<file path="config.mk">
export PLATFORM = sky130hd
export DESIGN_NAME = ifetch_queue
export DESIGN_NICKNAME = d
export VERILOG_FILES = /design/src/rtl/ifetch_queue_pkg.sv /design/src/rtl/ifq_fifo.sv /design/src/rtl/ifetch_queue.sv
export SDC_FILE = /design/constraint.sdc
export NUM_CORES = 1
export LEC_CHECK = 0
export BUFFER_PORTS_ARGS = -buffer_cell sky130_fd_sc_hd__buf_2
export CORE_AREA = 2 2 133 122
export CTS_BUF_LIST = sky130_fd_sc_hd__clkbuf_4 sky130_fd_sc_hd__clkbuf_8 sky130_fd_sc_hd__clkbuf_16
export DETAILED_ROUTE_END_ITERATION = 12
export DIE_AREA = 0 0 135 124
export PLACE_DENSITY = 0.84
export SLEW_MARGIN = 15
export SYNTH_ARGS = -nofsm -noshare
export SYNTH_HDL_FRONTEND = slang
export SYNTH_HIERARCHICAL = 1
export SYNTH_SLANG_ARGS = --single-unit
export TNS_END_PERCENT = 100
</file>
<file path="constraint.sdc">
create_clock -name clk -period 7.8 [get_ports clk]
set_input_delay 1.17 -clock clk [delete_from_list [all_inputs] [get_ports clk]]
set_output_delay 1.17 -clock clk [all_outputs]
set_load 0.02 [all_outputs]
</file>
<file path="src/rtl/ifetch_queue_pkg.sv">
// rtl/ifetch_queue_pkg.sv - shared types and constants for the instruction fetch queue
package ifetch_queue_pkg;

  localparam int IFQ_PC_W   = 9;
  localparam int IFQ_INS_W  = 32;
  localparam int IFQ_PC_INC = 4;

  typedef enum logic [1:0] {
    BOOT,
    RUN,
    FLUSH
  } ifq_state_t;

  // Entry width follows the package widths; the top-level PC_W/INS_W must match them.
  typedef struct packed {
    logic [IFQ_PC_W-1:0]  pc;
    logic [IFQ_INS_W-1:0] instr;
  } ifq_entry_t;

endpackage

</file>
<file path="src/rtl/ifq_fifo.sv">
// rtl/ifq_fifo.sv - circular buffer with occupancy count, flush, push and pop
module ifq_fifo #(
  parameter int W     = 8,
  parameter int DEPTH = 4,
  localparam int AW   = $clog2(DEPTH),
  localparam int CW   = AW + 1
) (
  input  logic          clk,
  input  logic          reset,
  input  logic          flush,
  input  logic          push,
  input  logic [W-1:0]  push_data,
  input  logic          pop,
  output logic [W-1:0]  head,
  output logic [CW-1:0] count,
  output logic          empty
);

  logic [W-1:0]  mem [DEPTH];
  logic [AW-1:0] rd_ptr;
  logic [AW-1:0] wr_ptr;

  // Flush outranks push and pop so a same-cycle enqueue never survives a clear.
  always_ff @(posedge clk) begin
    if (reset || flush) begin
      rd_ptr <= '0;
      wr_ptr <= '0;
      count  <= '0;
    end else begin
      if (push) wr_ptr <= wr_ptr + AW'(1);
      if (pop)  rd_ptr <= rd_ptr + AW'(1);
      case ({push, pop})
        2'b10:   count <= count + CW'(1);
        2'b01:   count <= count - CW'(1);
        default: count <= count;
      endcase
    end
  end

  always_ff @(posedge clk) begin
    if (push && !flush && !reset) mem[wr_ptr] <= push_data;
  end

  assign head  = mem[rd_ptr];
  assign empty = (count == '0);

endmodule

</file>
<file path="src/rtl/ifetch_queue.sv">
// rtl/ifetch_queue.sv - fetch request generator with in-order prefetch queue toward IF/ID
// Optional IFQ_BYPASS_EN forwards a response straight to IF/ID when the queue is empty.
module ifetch_queue
  import ifetch_queue_pkg::*;
#(
  parameter int PC_W  = IFQ_PC_W,
  parameter int INS_W = IFQ_INS_W,
  parameter int DEPTH = 4
) (
  input  logic             clk,
  input  logic             reset,
  output logic             imem_req_valid,
  input  logic             imem_req_ready,
  output logic [PC_W-1:0]  imem_req_addr,
  input  logic             imem_rsp_valid,
  input  logic [INS_W-1:0] imem_rsp_data,
  input  logic             redirect,
  input  logic [PC_W-1:0]  redirect_pc,
  output logic             if_valid,
  output logic [PC_W-1:0]  if_pc,
  output logic [INS_W-1:0] if_instr,
  input  logic             if_ready
);

  localparam int CW = $clog2(DEPTH) + 1;
  localparam int EW = $bits(ifq_entry_t);

  ifq_state_t      state;
  logic [PC_W-1:0] fetch_pc;
  logic [CW-1:0]   drop_cnt;
  logic [CW-1:0]   q_count;
  logic [CW-1:0]   t_count;
  logic            q_empty;
  logic            t_empty;
  logic [PC_W-1:0] t_head;
  ifq_entry_t      rsp_entry;
  ifq_entry_t      q_head;
  ifq_entry_t      head;
  logic            fire;
  logic            rsp_take;
  logic            rsp_keep;
  logic            rsp_drop;
  logic            q_push;
  logic            q_pop;
  logic [CW:0]     outstanding;
  logic [CW:0]     in_flight;
  logic [CW:0]     out_next;

  // The tracker is cleared on redirect, so requests still in flight are those it holds plus those marked for dropping.
  assign outstanding = {1'b0, t_count} + {1'b0, drop_cnt};
  assign in_flight   = {1'b0, q_count} + outstanding;
  assign out_next    = outstanding + {{CW{1'b0}}, fire} - {{CW{1'b0}}, rsp_take};

  assign imem_req_valid = !reset && (state == RUN) && (in_flight < (CW+1)'(DEPTH));
  assign imem_req_addr  = fetch_pc;
  assign fire           = imem_req_valid && imem_req_ready;

  // With nothing in flight a response can only belong to a request issued before reset.
  assign rsp_take  = imem_rsp_valid && !reset && (drop_cnt != '0 || !t_empty);
  assign rsp_drop  = rsp_take && (redirect || drop_cnt != '0);
  assign rsp_keep  = rsp_take && !rsp_drop;
  assign rsp_entry = '{pc: t_head, instr: imem_rsp_data};

`ifdef IFQ_BYPASS_EN
  logic bypass;
  assign bypass   = rsp_keep && q_empty;
  assign q_push   = rsp_keep && !(bypass && if_ready);
  assign if_valid = !reset && (!q_empty || bypass);
  assign head     = q_empty ? rsp_entry : q_head;
  assign q_pop    = if_valid && if_ready && !redirect && !q_empty;
`else
  assign q_push   = rsp_keep;
  assign if_valid = !reset && !q_empty;
  assign head     = q_head;
  assign q_pop    = if_valid && if_ready && !redirect;
`endif

  assign if_pc    = if_valid ? head.pc : '0;
  assign if_instr = if_valid ? head.instr : '0;

  always_ff @(posedge clk) begin
    if (reset) begin
      state    <= BOOT;
      fetch_pc <= '0;
      drop_cnt <= '0;
    end else if (redirect) begin
      fetch_pc <= redirect_pc;
      drop_cnt <= out_next[CW-1:0];
      state    <= (out_next != '0) ? FLUSH : RUN;
    end else begin
      if (fire)     fetch_pc <= fetch_pc + PC_W'(IFQ_PC_INC);
      if (rsp_drop) drop_cnt <= drop_cnt - CW'(1);
      case (state)
        BOOT:    state <= RUN;
        FLUSH:   if (rsp_drop && drop_cnt == CW'(1)) state <= RUN;
        default: state <= state;
      endcase
    end
  end

  ifq_fifo #(.W(PC_W), .DEPTH(DEPTH)) u_tracker (
    .clk       (clk),
    .reset     (reset),
    .flush     (redirect),
    .push      (fire),
    .push_data (fetch_pc),
    .pop       (rsp_keep),
    .head      (t_head),
    .count     (t_count),
    .empty     (t_empty)
  );

  ifq_fifo #(.W(EW), .DEPTH(DEPTH)) u_queue (
    .clk       (clk),
    .reset     (reset),
    .flush     (redirect),
    .push      (q_push),
    .push_data (rsp_entry),
    .pop       (q_pop),
    .head      (q_head),
    .count     (q_count),
    .empty     (q_empty)
  );

endmodule

</file>
After elaboration in Yosys (flattened, before gate mapping). Memories as Yosys holds them, arrays and structs flattened. A register that Yosys moved wholly into a read port is not among the register bits. Index checks and enable logic that the tools add are counted.

Bits in registers: 28. Memory bits (writable): 200. Bits of input ports: 47. Output and inout bits: 52. Word-level logic and storage cells: 88. Memories kept: 2.

$add $sub $neg: 14. Order comparisons: 1. Equal/unequal tests: 8. Mux-type cells: 20. Reduce and logical (&&, ||, !) cells: 34.

Memories: u_queue.mem (depth 4, bits a word 41, rd ports 1, clocked after Yosys merged registers in 1, wr ports 1, line ifq_fifo.sv:19) `logic [W-1:0] mem [DEPTH];`; u_tracker.mem (depth 4, bits a word 9, rd ports 1, clocked after Yosys merged registers in 1, wr ports 1, line ifq_fifo.sv:19).

Operators by type and width (number): 32-bit 2-to-1 mux (1); 9-bit 2-to-1 mux (3); 1-bit logical AND (15); 2-bit 2-to-1 mux (7); 3-bit case mux with 2 select lines (2); 9-bit by 3-bit adder with 9-bit output (second input constant) (1); 3-bit by 1-bit subtractor with 3-bit output (second input constant) (3); 2-bit by 1-bit adder with 2-bit output (second input constant) (4); 2-bit nonzero test (4); 3-bit by 1-bit adder with 3-bit output (second input constant) (2); 2-bit by 1-bit equality test with 1-bit output (second input constant) (3); 2-bit equality test (second input constant) (3); 3-bit logical NOT (2); 3-bit 2-to-1 mux (2); 3-bit nonzero test (2); 1-bit logical NOT (5); 3-bit by 3-bit adder with 4-bit output (1); 3-bit by 4-bit adder with 4-bit output (1); 4-bit by 1-bit adder with 4-bit output (1); 4-bit by 3-bit < comparator with 1-bit output (second input constant) (1); 1-bit 2-to-1 mux (4); 2-bit case mux with 2 select lines (1); 4-bit nonzero test (1); 4-bit by 1-bit subtractor with 4-bit output (1); 5 further kinds (7).

Depth between registers and ports, before layout.
Depth in word-level cells: 11. Mapped depth: 17. Gate-level depth less buffers: 16.

Cells and area by module. Netlist, hierarchy kept.

By module, submodules not included: ifq_fifo (u_queue) (instances 1, cells each 263, area each 6404.9 µm², sequential area each 5104.9 µm²); ifq_fifo (u_tracker) (instances 1, cells each 95, area each 1737.9 µm², sequential area each 1261.2 µm²); ifetch_queue (instances 1, cells each 178, area each 1431.4 µm², sequential area each 280.3 µm²).

Worst setup path before layout. Ideal clock, no wire load.

Path type: register -> register. Start: register u_tracker.count[0]. End: register state[1]. Setup time: 0.133 ns. Arrival: 3.695 ns. Required time: 7.667 ns. Slack: 3.972 ns. Stages on the path, launching flop included: 17. Buffers on the path: 1. Period minus slack after synthesis: 3.828 ns. Cells stage by stage: dfxtp_1 > ha_1 > inv_1 > fa_1 > inv_1 > ha_1 > a31oi_1 > mux2i_1 > a21o_1 > buf_2 > nor2_1 > ha_1 > a21o_1 > a21oi_1 > xnor3_1 > o41ai_1 > a21oi_1.

Longest elaborated chain between the ends: 10. Elaborated cells on any way between the ends: 18. Classes of those cells: add/sub: 4; order compare: 1; eq/ne: 1; mux: 2; reduce/logical: 10.

Ends and longest elaborated chain: from (decl) (line ifq_fifo.sv:15) `output logic [CW-1:0] count,`; from (signal assigned) (line ifq_fifo.sv:33) `2'b10: count <= count + CW'(1);`; from (signal assigned) (line ifq_fifo.sv:34) `2'b01: count <= count - CW'(1);`; from (signal assigned) (line ifq_fifo.sv:35) `default: count <= count;`; 3-bit by 3-bit adder with 4-bit output (line ifetch_queue.sv:50) `assign outstanding = {1'b0, t_count} + {1'b0, drop_cnt};`; 3-bit by 4-bit adder with 4-bit output (line ifetch_queue.sv:51) `assign in_flight = {1'b0, q_count} + outstanding;`; 4-bit by 3-bit < comparator with 1-bit output (line ifetch_queue.sv:54) `assign imem_req_valid = !reset && (state == RUN) && (in_flight < (CW+1)'(DEPTH));`; 1-bit logical AND (line ifetch_queue.sv:54); 1-bit logical AND (line ifetch_queue.sv:56) `assign fire = imem_req_valid && imem_req_ready;`; net fire (line ifetch_queue.sv:39) `logic fire;`; 4-bit by 1-bit adder with 4-bit output (line ifetch_queue.sv:52) `assign out_next = outstanding + {{CW{1'b0}}, fire} - {{CW{1'b0}}, rsp_take};`; 4-bit by 1-bit subtractor with 4-bit output (line ifetch_queue.sv:52); 4-bit nonzero test (line ifetch_queue.sv:89) `state <= (out_next != '0) ? FLUSH : RUN;`; 2-bit 2-to-1 mux (line ifetch_queue.sv:89); 2-bit 2-to-1 mux (line ifetch_queue.sv:86) `end else if (redirect) begin`; to (signal assigned) (line ifetch_queue.sv:89); to (signal assigned) (line ifetch_queue.sv:96) `default: state <= state;`; to (decl) (line ifetch_queue.sv:28) `ifq_state_t state;`.

The timed path passes the listed nets, and every way through them passes these cells. A chain may end at the register's enable or synchronous reset.

Final worst setup path.
Start: register u_tracker.count[0]. End: output imem_req_valid.

Longest elaborated chain between the ends: 4.

Ends and longest elaborated chain: 3-bit by 3-bit adder with 4-bit output (line ifetch_queue.sv:50); 3-bit by 4-bit adder with 4-bit output (line ifetch_queue.sv:51); 4-bit by 3-bit < comparator with 1-bit output (line ifetch_queue.sv:54); 1-bit logical AND (line ifetch_queue.sv:54); to (decl) (line ifetch_queue.sv:12) `output logic imem_req_valid,`.

Every way passes these cells.

==> run_summary.xml <==
<?xml version="1.0" encoding="UTF-8"?>
<metrics>
  <group name="floorplanning">
    <metric name="die_y" unit="µm">124</metric>
    <metric name="die_width" unit="µm">135</metric>
    <metric name="pin_count" unit="">99</metric>
    <metric name="core.rowCount" unit="">43</metric>
    <metric name="dieArea" unit="µm²">16700</metric>
    <metric name="core_area" unit="µm²">15300</metric>
    <metric name="initial_util" unit="%">62.7</metric>
  </group>
  <group name="routing">
    <metric name="wirelength" unit="µm">18200</metric>
    <metric name="routed_via_density" unit="">5.90</metric>
    <metric name="detailroute.via_count" unit="">5059</metric>
    <metric name="antenna_left" unit="">0</metric>
    <metric name="dr_wl_met3" unit="µm">998</metric>
    <metric name="route.met2.wl" unit="µm">9340</metric>
    <metric name="drt-pass1-iter-count" unit="">7</metric>
    <metric name="drc" unit="">0</metric>
    <metric name="topRoutingLayerUsed" unit="">met4</metric>
    <metric name="routed_met1_length" unit="µm">7370</metric>
    <metric name="first_drt_iteration_drcs" unit="">451</metric>
    <metric name="routed_wire_length_per_instance" unit="µm">21.3</metric>
  </group>
  <group name="cts">
    <metric name="tritoncts" unit="">done</metric>
    <metric name="cts_resized" unit="">0</metric>
    <metric name="cts.path.max_buffers" unit="">3</metric>
    <metric name="clock_latency" unit="ns">0.52</metric>
    <metric name="htree_num_levels" unit="">1</metric>
    <metric name="root_buffer" unit="">sky130_fd_sc_hd__clkbuf_16</metric>
    <metric name="cts_hold_repair.buffers" unit="">0</metric>
    <metric name="number_of_buffers_inserted_to_repair_setup_after_cts" unit="">0</metric>
    <metric name="clk_transition_reported_paths" unit="ns">0.06</metric>
    <metric name="clock_sink_count" unit="">232</metric>
    <metric name="cts_made_buffers" unit="">23</metric>
  </group>
  <group name="sta">
    <metric name="fin_crit_sh" unit="%">57.5</metric>
    <metric name="fin_worst_hold_slack" unit="ns">0.532</metric>
    <metric name="fin_setup_tns" unit="ns">0</metric>
    <metric name="tightest_slew" unit="ns">1.12</metric>
    <metric name="count_of_pins_over_their_slew_limit" unit="">0</metric>
    <metric name="final.min_clock_period" unit="ns">4.49</metric>
    <metric name="grt_setup_unrepaired" unit="">false</metric>
    <metric name="max_freq" unit="MHz">223</metric>
    <metric name="timing.final.hold_violations" unit="">0</metric>
    <metric name="max_slew_margin" unit="%">25.5</metric>
    <metric name="setup_violations" unit="">0</metric>
    <metric name="finalClockSkew" unit="ns">0.0146</metric>
    <metric name="timing.final.ws_setup" unit="ns">3.31</metric>
  </group>
  <group name="synth">
    <metric name="synthesis.instances" unit="">536</metric>
    <metric name="syn_avg_cell_area" unit="µm²">17.9</metric>
    <metric name="synth-main-ff-cell" unit="">sky130_fd_sc_hd__edfxtp_1</metric>
    <metric name="synth_area" unit="µm²">9570</metric>
    <metric name="synthDistinctLibCells" unit="">52</metric>
    <metric name="post-synth-top-area-fraction" unit="%">62.7</metric>
    <metric name="leading_cell_types_by_total_area_after_synthesis" unit="">sky130_fd_sc_hd__edfxtp_1, sky130_fd_sc_hd__mux4_2, sky130_fd_sc_hd__dfxtp_1</metric>
    <metric name="synth.yosys.seq_area_share" unit="%">69.4</metric>
    <metric name="syn_nets" unit="">610</metric>
    <metric name="yosys_warnings" unit="">6</metric>
    <metric name="synth_area_leader" unit="">sky130_fd_sc_hd__edfxtp_1</metric>
    <metric name="postSynthRegisterBits" unit="">232</metric>
    <metric name="synth-edff-count" unit="">200</metric>
    <metric name="share_of_flip_flops_with_an_asynchronous_set_or_reset_after_synthesis" unit="%">0</metric>
  </group>
  <group name="hold_path">
    <metric name="worst_min_path_class" unit="">register to register</metric>
    <metric name="min-delay-start" unit="">u_tracker/rd_ptr[0]</metric>
    <metric name="hold_path_depth" unit="">2</metric>
  </group>
  <group name="global_route">
    <metric name="grt_overflow" unit="">0</metric>
    <metric name="grt_use_total" unit="%">22.1</metric>
    <metric name="antenna_violations_before_repair" unit="">0</metric>
    <metric name="grt_first_pass_wirelength" unit="µm">27800</metric>
    <metric name="grt_pass1_vias" unit="">5115</metric>
    <metric name="grt_max_degree" unit="">44</metric>
  </group>
  <group name="layout">
    <metric name="finish.net_count" unit="">712</metric>
    <metric name="post_route_insts_no_fill" unit="">857</metric>
    <metric name="commonest_cells_after_routing_fill_and_taps_aside" unit="">sky130_fd_sc_hd__edfxtp_1, sky130_fd_sc_hd__buf_2, sky130_fd_sc_hd__mux4_2, sky130_fd_sc_hd__and2_1, sky130_fd_sc_hd__dfxtp_1</metric>
    <metric name="postLayoutCellArea" unit="µm²">11000</metric>
    <metric name="layout-area-overhead-vs-synth" unit="%">14.6</metric>
    <metric name="leading_cell_type_in_the_layout_fill_and_taps_excluded" unit="">sky130_fd_sc_hd__edfxtp_1</metric>
    <metric name="antenna-diode-count" unit="">0</metric>
    <metric name="drive_gt1_share" unit="%">30.4</metric>
  </group>
  <group name="critical_path">
    <metric name="cp-start-kind" unit="">register</metric>
    <metric name="cp_data_required_time" unit="ns">6.63</metric>
    <metric name="worst_setup_path_startpoint" unit="">u_tracker/count[0]</metric>
    <metric name="worst_r2r_path_depth" unit="">15</metric>
    <metric name="worstPathArrival" unit="ns">3.32</metric>
    <metric name="crit_fanout" unit="">12</metric>
    <metric name="critPathKind" unit="">register to output port</metric>
    <metric name="crit_path_end_kind" unit="">output port</metric>
    <metric name="r2r_start" unit="">u_tracker/count[0]</metric>
  </group>
  <group name="place">
    <metric name="preCtsSetupSlack" unit="ns">3.51</metric>
    <metric name="routabilityCongestion" unit="">0.825</metric>
    <metric name="io_buffers" unit="">98</metric>
    <metric name="placed_cells" unit="">815</metric>
    <metric name="detailedPlacementHpwl" unit="µm">10400</metric>
    <metric name="cell_area_after_placement" unit="µm²">10200</metric>
  </group>
  <group name="power_and_ir_drop">
    <metric name="irDropWorstVdd" unit="V">0.000189</metric>
    <metric name="pwr_density_cell" unit="nW/µm²">244</metric>
    <metric name="cellLeakagePower" unit="nW">3.86</metric>
  </group>
  <group name="status">
    <metric name="status" unit="">completed</metric>
  </group>
  <group name="job">
    <metric name="drv_cap" unit="">0</metric>
  </group>
</metrics>
-- cells in the mapped netlist (all sizes together) (2+ instances only) --
| library cell | count |
|---|---|
| and3 | 10 |
| clkbuf | 10 |
| edfxtp | 200 |
| fa | 4 |
| a21oi | 12 |
| nor2b | 3 |
| mux2i | 5 |
| o21ai | 6 |
| o211ai | 2 |
| nand2 | 9 |
| dfxtp | 32 |
| xnor2 | 7 |
| a311oi | 5 |
| nand2b | 4 |
| or2 | 2 |
| a21o | 5 |
| nor3b | 2 |
| ha | 23 |
| xor2 | 8 |
| a211oi | 2 |
| a221oi | 2 |
| and2 | 43 |
| nor2 | 28 |
| buf | 13 |
| or3 | 4 |
| o31a | 2 |
| mux4 | 50 |
| nand3 | 3 |
| nor3 | 2 |
| inv | 26 |
-- final cells by class --
cell class | count | area (µm²)
Clock buffer | 28 | 626
Clock inverter | 14 | 183
Fill cell | 905 | 4310
Inverter | 27 | 101
Multi-Input combinational cell | 254 | 2650
Sequential cell | 232 | 6650
Tap cell | 202 | 253
Timing Repair Buffer | 100 | 505
-- critical path: stages (launching register included) --
cell and delay, ns:
sky130_fd_sc_hd__dfxtp_1 0.40, sky130_fd_sc_hd__ha_1 0.21, sky130_fd_sc_hd__inv_1 0.06, sky130_fd_sc_hd__fa_1 0.57, sky130_fd_sc_hd__inv_1 0.09, sky130_fd_sc_hd__ha_1 0.31, sky130_fd_sc_hd__a31oi_1 0.21, sky130_fd_sc_hd__mux2i_1 0.35
sky130_fd_sc_hd__a21o_1 0.36, sky130_fd_sc_hd__nor2b_1 0.08, sky130_fd_sc_hd__buf_2 0.17
-- path summary, 6_finish.rpt --
| kind | to | slack [ns] |
|---|---|---|
| hold reg to reg | u_tracker/rd_ptr[0] | 0.53 |
| setup / recovery | imem_req_valid | 3.31 |
| hold / removal | u_tracker/rd_ptr[0] | 0.53 |
| setup reg to reg | state[1] | 3.47 |
-- registers in the layout, summed over array words and instances, names as in the netlist, named ones only --
name and cells:
u_tracker/mem 36, u_tracker/rd_ptr 2, drop_cnt 3, u_queue/count 3
u_queue/rd_ptr 2, u_tracker/count 3, state 2, imem_req_addr 9
u_queue/wr_ptr 2, u_tracker/wr_ptr 2, u_queue/mem 164
-- cells by family after synthesis --
family                   share of synthesized area [%]
XOR/XNOR                                          1.61
multiplexers                                      12.3
buffers and inverters                             2.95
adder cells (fa/ha/maj)                           3.84
flip-flops                                        69.4
AND/OR/NAND/NOR                                   6.65
AO/OA/AOI/OAI                                     3.20
-- per-layer routing --
layer  track usage, %  vias up
met3             3.70       44
li1                 -     2272
met2             38.9      201
met4             7.16        0
met5                0        -
met1             28.4     2542
-- where the power goes --
| group | leakage [nW] | internal [mW] | total (mW) | switching [mW] |
|---|---|---|---|---|
| logic | 1.40 | 0.0622 | 0.144 | 0.0818 |
| registers | 2.07 | 1.36 | 1.38 | 0.0166 |
| clock network | 0.400 | 0.707 | 1.16 | 0.449 |
-- per-stage QoR --
stage,utilization [%],power [mW]
after detailed placement,66.5,1.54
after CTS,71.8,2.69
after global routing,71.8,2.75
after global placement,66.5,1.53
after floorplan,-,1.50
final,71.8,2.68
Power figures use the tool's default switching activity.
